$ cat src/rtl/alu_cmd_sequencer.sv
// alu_cmd_sequencer: single-outstanding command sequencer in front of the
// combinational 32-bit ALU. Registers the ALU operands/opcode, waits a
// programmable settle time, captures result/zero into a response register
// and an accumulator, and returns the response over a valid/ready channel.
module alu_cmd_sequencer #(
  parameter int unsigned SETTLE_CYCLES = 1
) (
  input  logic        clk,
  input  logic        rst,
  input  logic        cmd_valid,
  output logic        cmd_ready,
  input  logic [3:0]  cmd_op,
  input  logic [31:0] cmd_a,
  input  logic [31:0] cmd_b,
  input  logic        cmd_use_acc,
  output logic [31:0] alu_op1,
  output logic [31:0] alu_op2,
  output logic [3:0]  alu_control,
  input  logic [31:0] alu_result,
  input  logic        alu_zero,
  output logic        rsp_valid,
  input  logic        rsp_ready,
  output logic [31:0] rsp_result,
  output logic        rsp_zero,
  output logic        rsp_err,
  output logic [31:0] acc
);

  typedef enum logic [1:0] {
    IDLE = 2'd0,
    EXEC = 2'd1,
    RESP = 2'd2
  } state_t;

  // Counter reload: capture happens when the counter has reached zero, so
  // loading SETTLE_CYCLES-1 holds the ALU inputs for SETTLE_CYCLES cycles.
  localparam logic [3:0] SETTLE_INIT = 4'(SETTLE_CYCLES - 1);

  state_t     state;
  state_t     state_next;
  logic [3:0] settle_cnt;

  logic load_cmd;
  logic load_err;
  logic capture;
  logic cnt_dec;

  // State register; reset always returns to IDLE, discarding any command.
  always_ff @(posedge clk) begin
    if (rst) begin
      state <= IDLE;
    end else begin
      state <= state_next;
    end
  end

  // Next-state decode plus handshake outputs and datapath strobes.
  always_comb begin
    state_next = state;
    cmd_ready  = 1'b0;
    rsp_valid  = 1'b0;
    load_cmd   = 1'b0;
    load_err   = 1'b0;
    capture    = 1'b0;
    cnt_dec    = 1'b0;
    case (state)
      IDLE: begin
        cmd_ready = ~rst;
        if (cmd_valid && !rst) begin
          if (cmd_op[3]) begin
            load_err   = 1'b1;
            state_next = RESP;
          end else begin
            load_cmd   = 1'b1;
            state_next = EXEC;
          end
        end
      end
      EXEC: begin
        if (settle_cnt == 4'd0) begin
          capture    = 1'b1;
          state_next = RESP;
        end else begin
          cnt_dec = 1'b1;
        end
      end
      RESP: begin
        rsp_valid = 1'b1;
        if (rsp_ready) begin
          state_next = IDLE;
        end
      end
      default: begin
        state_next = IDLE;
      end
    endcase
  end

  // ALU port registers and settle counter; operands only move on a legal accept.
  always_ff @(posedge clk) begin
    if (rst) begin
      alu_op1     <= '0;
      alu_op2     <= '0;
      alu_control <= '0;
      settle_cnt  <= '0;
    end else begin
      if (load_cmd) begin
        alu_op1     <= cmd_use_acc ? acc : cmd_a;
        alu_op2     <= cmd_b;
        alu_control <= cmd_op;
        settle_cnt  <= SETTLE_INIT;
      end else if (cnt_dec) begin
        settle_cnt <= settle_cnt - 4'd1;
      end
    end
  end

  // Response fields and accumulator; written only on entry to RESP so they
  // stay stable while the response waits for rsp_ready.
  always_ff @(posedge clk) begin
    if (rst) begin
      rsp_result <= '0;
      rsp_zero   <= 1'b0;
      rsp_err    <= 1'b0;
      acc        <= '0;
    end else begin
      if (load_err) begin
        rsp_result <= '0;
        rsp_zero   <= 1'b0;
        rsp_err    <= 1'b1;
      end else if (capture) begin
        rsp_result <= alu_result;
        rsp_zero   <= alu_zero;
        rsp_err    <= 1'b0;
        acc        <= alu_result;
      end
    end
  end

endmodule
$ cat config.mk
export PLATFORM = sky130hd
export DESIGN_NAME = alu_cmd_sequencer
export DESIGN_NICKNAME = d
export VERILOG_FILES = /design/src/rtl/alu_cmd_sequencer.sv
export SDC_FILE = /design/constraint.sdc
export NUM_CORES = 1
export LEC_CHECK = 0
export ABC_AREA = 1
export ABC_CLOCK_PERIOD_IN_PS = 1300
export CAP_MARGIN = 20
export CORE_UTILIZATION = 37
export CTS_CLUSTER_SIZE = 24
export DETAILED_ROUTE_END_ITERATION = 10
export HOLD_SLACK_MARGIN = 0.03
export PLACE_DENSITY = 0.76
export SLEW_MARGIN = 20
export SYNTH_ARGS = -nofsm -noshare
export SYNTH_HDL_FRONTEND = slang
export SYNTH_SLANG_ARGS = --single-unit
$ cat constraint.sdc
create_clock -name clk -period 1.3 [get_ports clk]
set_input_delay 0.195 -clock clk [delete_from_list [all_inputs] [get_ports clk]]
set_output_delay 0.195 -clock clk [all_outputs]
set_load 0.02 [all_outputs]
==> flow_metrics.env, run 1 <==
export IMPL_status="finished, violations left"
export IMPL_violations="setup timing"
export IMPL_ys_types=21
export IMPL_synth_nets=804
export IMPL_post_drt_via_cell_ratio=4.84
export IMPL_tns_ns=-10.28
export IMPL_drv_slew=0
export IMPL_start_util=0.385
export IMPL_worst_pin_slew_ns=0.404
export IMPL_grt_pass1_wl_mm=27.1
export IMPL_clockBufferDepth=2
export IMPL_power_leakage_nw=4.30
export IMPL_timing_final_ws_setup_ns=-0.129
export IMPL_die_w_um=120
export IMPL_io_buffers=241
export IMPL_drt_first_pass_iters=4
export IMPL_nets=1103
export IMPL_min_period_ns=1.43
export IMPL_cts_hold_buffers_added=0
export IMPL_synthFlopType="dfxtp_1"
export IMPL_syn_area_um2=5180
export IMPL_io_pin_count=242
export IMPL_yosys_warnings=0
export IMPL_syn_avg_cell_area_um2=7.43
export IMPL_dp_hpwl_mm=11.6
export IMPL_finalSetupViolations=136
export IMPL_antenna_left=0
export IMPL_dieArea_um2=14500
export IMPL_cp_end_kind="register"
export IMPL_clk_pin_slew_ns=0.06
export IMPL_vdd_drop_max_uv=852
export IMPL_async_flop_share=0
export IMPL_antenna_found_initial=0
export IMPL_htreeDepth=4
export IMPL_globalplace_congestion=0.851
export IMPL_cts_tree="done"
export IMPL_maxCapViolCount=0
export IMPL_hold_path_class="input pin to register"
export IMPL_wl_mm=20.7
export IMPL_hold_violations=0
export IMPL_grt_max_degree=65
export IMPL_fin_crit_sh=1.10
export IMPL_drc=0
export IMPL_required_ns=1.61
export IMPL_vias=5729
export IMPL_coreArea_um2=13500
export IMPL_synth_common_cells="nand2_1, dfxtp_1, nor2_1"
export IMPL_synth_edff_count=0
export IMPL_drive_gt1_frac=0.350
export IMPL_syn_instance_count=697
export IMPL_row_count=42
export IMPL_yosysMostFrequentCell="nand2_1"
export IMPL_synth_top_cell_area_share=0.541
export IMPL_yosys_top_cells_area="dfxtp_1, nand2_1, a21oi_1"
export IMPL_clock_sinks=140
export IMPL_clockRootBuffer="clkbuf_16"
export IMPL_grt_overflow=0
export IMPL_grt_pass1_vias=5224
export IMPL_worstPathArrival_ns=1.74
export IMPL_avgRoutedWirePerCell_um=17.5
export IMPL_diodes=0
export IMPL_fin_skew_ns=0.00685
export IMPL_syn_to_final_growth_pct=92.5
export IMPL_die_y_um=120
export IMPL_fin_util=0.741
export IMPL_ys_seq_area_frac=0.541
export IMPL_clkLatencyLatePin_ns=0.42
export IMPL_synth_seq_cells=140
export IMPL_startpoint_type="register"
export IMPL_path_max_fanout=5
export IMPL_track_usage=0.244
export IMPL_power_density_nw_per_um2=1180
export IMPL_yosysTopAreaCell="dfxtp_1"
export IMPL_cts_buffers=17
export IMPL_rsz0062_at_grt="yes"
export IMPL_drt_iter0_drc=270
export IMPL_relSlewSlack=0.731
export IMPL_clock_fmax_mhz=700
export IMPL_worstSetupPathType="register to register"
final cells by class:
type                       instances  area, um2
inverter                          48        200
sequential                       140       2820
clock inverter                    11        189
timing repair buffer             320       3440
tap                              176        220
clock buffer                      20        467
multi-input combinational        469       2630
fill                             967       3480
final timing paths:
path	start	to	slack, ns	depth (start not counted)
max	state[1]	alu_op1[7]	-0.13	8
min	cmd_b[14]	alu_op2[14]	0.32	3
max reg2reg	state[1]	alu_op1[7]	-0.13	8
min reg2reg	alu_control[3]	alu_control[3]	0.43	2
through the flow:
step	hold slack (ns)	worst slack (ns)	instances	power [W]	instance area, um2
floorplan	0.305	0.0330	697	0.00523	5190
global placement	0.415	-0.421	1111	0.00603	7970
detailed placement	0.421	-0.430	1111	0.00604	7970
CTS	0.310	-0.168	1161	0.0115	9060
global route	0.324	-0.211	1184	0.0121	9970
finish	0.323	-0.129	1184	0.0118	9970
cells by family after synthesis:
family                     after synthesis  share of synthesized area
xor gates and xnor gates                 1                    0.00169
adders and majority gates                1                    0.00242
buffers and inverters                   88                     0.0766
DFF                                    140                      0.541
AOI/OAI and AO/OA                      135                      0.130
and+or+nand+nor                        332                      0.247
cells in the final DEF, fill, tap and decap left out, types with 33 or more instances in the layout:
cell type        synthesis  routed
nand2_1                250     170
dfxtp_1                140     127
clkdlybuf4s50_1          0     104
nor2_1                  71      64
clkbuf_2                 0      48
clkdlybuf4s15_1          0      48
inv_1                   45      42
nand2_2                  0      42
nand2_4                  0      38
a21oi_1                 70      37
o21ai_0                 64      37
clkbuf_16                0      35
a21oi_2                  0      33
flip-flops by register name (all words and copies together) (netlist names):
signal / flops
rsp_zero: 1
alu_op2: 32
settle_cnt: 4
alu_control: 4
alu_op1: 32
rsp_err: 1
rsp_result: 32
state: 2
acc: 32
routing by layer:
layer	GRT usage	vias up	share of wire
li1	-	2795	-
met3	0.0844	38	0.063
met4	0.0941	0	0.027
met5	0	-	0
met1	0.268	2673	0.38
met2	0.430	223	0.53
where the power goes:
part | switching [W] | internal, W
clock | 0.00186 | 0.00354
sequential | 0.000111 | 0.00446
combinational | 0.000875 | 0.000906
total | 0.00285 | 0.00890
timing repair:
action,4_1_cts,5_1_grt
resized for setup,295,329
setup endpoints to repair,272,226
gates cloned,8,21
setup buffers,11,5
pin swaps,6,45
worst max-delay path, stage by stage, from the launching register on:
cell	delay, ns
dfxtp_2	0.34
buf_6	0.13
nor2_4	0.14
buf_12	0.12
nand3_4	0.11
buf_12	0.17
buf_16	0.13
o21ai_2	0.12
nor2_1	0.06
(Power assumes the default switching activity.)
==> run 2: changes to the inputs <==
Settings changed: SLEW_MARGIN 20 to not set.
==> results of run 2 <==
No change in the layout: final DEF, timing and power equal those of run 1.
==> run 3: changes to the inputs <==
Settings changed: PLACE_DENSITY 0.76 to 0.88.
==> flow_metrics.env, run 3 (same netlist as run 1, synthesis figures left out) <==
export IMPL_status="finished, violations left"
export IMPL_violations="setup timing"
export IMPL_total_power_w=0.0116
export IMPL_fin_skew_ns=0.00848
export IMPL_r2r_start="state[0]"
export IMPL_worstSetupPathType="register to register"
export IMPL_switching_share=0.268
export IMPL_drt_iter0_drc=376
export IMPL_intPower_w=0.00851
export IMPL_io_pin_count=242
export IMPL_timing_final_ws_setup_ns=-0.269
export IMPL_hold_path_class="input pin to register"
export IMPL_path_max_fanout=7
export IMPL_grt_pass1_wl_mm=34.3
export IMPL_cts_hold_buffers_added=0
export IMPL_power_leakage_nw=4.55
export IMPL_p_sw_w=0.00312
export IMPL_stdcell_area_um2=10500
export IMPL_clockPowerShare=0.437
export IMPL_drive_gt1_frac=0.470
export IMPL_cts_tree="done"
export IMPL_r2r_cells=11
export IMPL_place_inst=1111
export IMPL_grt_max_degree=37
export IMPL_final_cell_mix="nand2_1, dfxtp_1, clkdlybuf4s50_1"
export IMPL_cp_end_kind="register"
export IMPL_syn_to_final_growth_pct=102
export IMPL_vdd_drop_max_uv=947
export IMPL_power_density_nw_per_um2=1110
export IMPL_startpoint_type="register"
export IMPL_vias=6152
export IMPL_required_ns=1.66
export IMPL_io_buffers=241
export IMPL_antenna_left=0
export IMPL_avgRoutedWirePerCell_um=19.3
export IMPL_layout_commonest_cell="nand2_1"
export IMPL_regToRegSetupSlack_ns=-0.27
export IMPL_die_y_um=120
export IMPL_worst_pin_slew_ns=0.648
export IMPL_clockRootBuffer="clkbuf_16"
export IMPL_antenna_found_initial=1
export IMPL_clock_fmax_mhz=637
export IMPL_relSlewSlack=0.568
export IMPL_clockBufferDepth=2
export IMPL_drv_slew=0
export IMPL_p_comb_frac=0.170
export IMPL_rr_endpoint="alu_op2[30]"
export IMPL_row_count=42
export IMPL_dpl_worst_slack_ns=-0.453
export IMPL_track_usage=0.315
export IMPL_maxCapViolCount=0
export IMPL_post_drt_via_cell_ratio=5.13
export IMPL_layout_cells_non_filler=1199
export IMPL_htreeDepth=4
export IMPL_die_w_um=120
export IMPL_worstPathArrival_ns=1.93
export IMPL_drc=0
export IMPL_drt_first_pass_iters=5
export IMPL_hold_violations=0
export IMPL_start_util=0.385
export IMPL_fill_cells=861
export IMPL_rsz0062_at_grt="yes"
export IMPL_grt_overflow=0
export IMPL_power_frac_seq=0.393
export IMPL_dp_hpwl_mm=11.8
export IMPL_finalSetupViolations=142
export IMPL_hold_ws_ns=0.314
export IMPL_crit_end="alu_op2[30]"
export IMPL_wl_mm=23.1
export IMPL_globalplace_congestion=0.831
export IMPL_nets=1116
export IMPL_crit_start="state[0]"
export IMPL_clk_pin_slew_ns=0.06
export IMPL_min_period_ns=1.57
export IMPL_clock_sinks=140
export IMPL_fin_crit_sh=1.21
export IMPL_dieArea_um2=14500
export IMPL_coreArea_um2=13500
export IMPL_cts_buffers=17
export IMPL_holdPathStages=3
export IMPL_placed_cell_area_um2=7960
export IMPL_grt_pass1_vias=6399
export IMPL_clkLatencyLatePin_ns=0.43
-- run 3: cell types whose count changed in the layout (fill, tap and decap cells not counted), sizes merged --
cell           before  now
clkdlybuf4s15      67   42
clkbuf             86   97
buf                75  108
clkinvlp            2    4
diode               0    1
bufinv              5    3
inv                48   51
clkinv              4    3
dlygate4sd2         8    1
-- run 3: stage by stage --
stage	TNS [ns]	util
after CTS	-21.72	0.784
after detailed placement	-38.23	0.592
final	-24.64	0.777
after global placement	-35.57	0.592
after global routing	-33.82	0.777
after floorplan	0	-
-- run 3: routing by layer --
layer,share of wire,vias up,GRT usage
met2,0.52,315,0.554
met5,0,-,0
li1,-,2820,-
met3,0.060,89,0.0759
met1,0.37,2928,0.333
met4,0.054,0,0.213
-- run 3: area by class of cell --
type                    count  area, um2  share of cell area
diodes                      1       2.50            0.000239
clock buffers              19        443              0.0424
clock inverters            13        165              0.0158
inverters                  48        203              0.0194
multi-input cells         469       3170               0.303
flip-flops and latches    140       2820               0.270
well taps                 176        220              0.0211
repair buffers            333       3430               0.328
-- run 3: repair_timing --
action | in CTS | in global routing
setup buffers | 30 | 9
setup endpoints to repair | 270 | 256
pin swaps | 74 | 43
resized for setup | 570 | 278
cloned | 28 | 1
-- run 3: power groups by stage --
stage / clock [W] / sequential [W] / combinational (W)
after floorplan: 0 / 0.00483 / 0.000402
after global placement: 0 / 0.00463 / 0.00138
after detailed placement: 0 / 0.00464 / 0.00140
after CTS: 0.00506 / 0.00455 / 0.00190
after global routing: 0.00530 / 0.00459 / 0.00208
final: 0.00508 / 0.00457 / 0.00198
-- run 3: how the worst min path moves through the flow --
stage | from | endpoint | slack, ns
after floorplan | cmd_op[1] | alu_control[1] | 0.31
after CTS | cmd_b[13] | alu_op2[13] | 0.30
after detailed placement | alu_op2[10] | alu_op2[10] | 0.43
final | cmd_b[13] | alu_op2[13] | 0.31
after global routing | cmd_b[9] | alu_op2[9] | 0.32
after global placement | alu_control[3] | alu_control[3] | 0.42
-- run 3: worst max-delay path, stage by stage, from the launching register on --
cell and delay (ns):
dfxtp_2 0.33, buf_6 0.12, buf_6 0.11, nor2_4 0.12, nand2_2 0.09, nor2_4 0.16
buf_12 0.13, buf_8 0.10, buf_12 0.11, buf_16 0.13, nand2_2 0.06, nand2_2 0.05
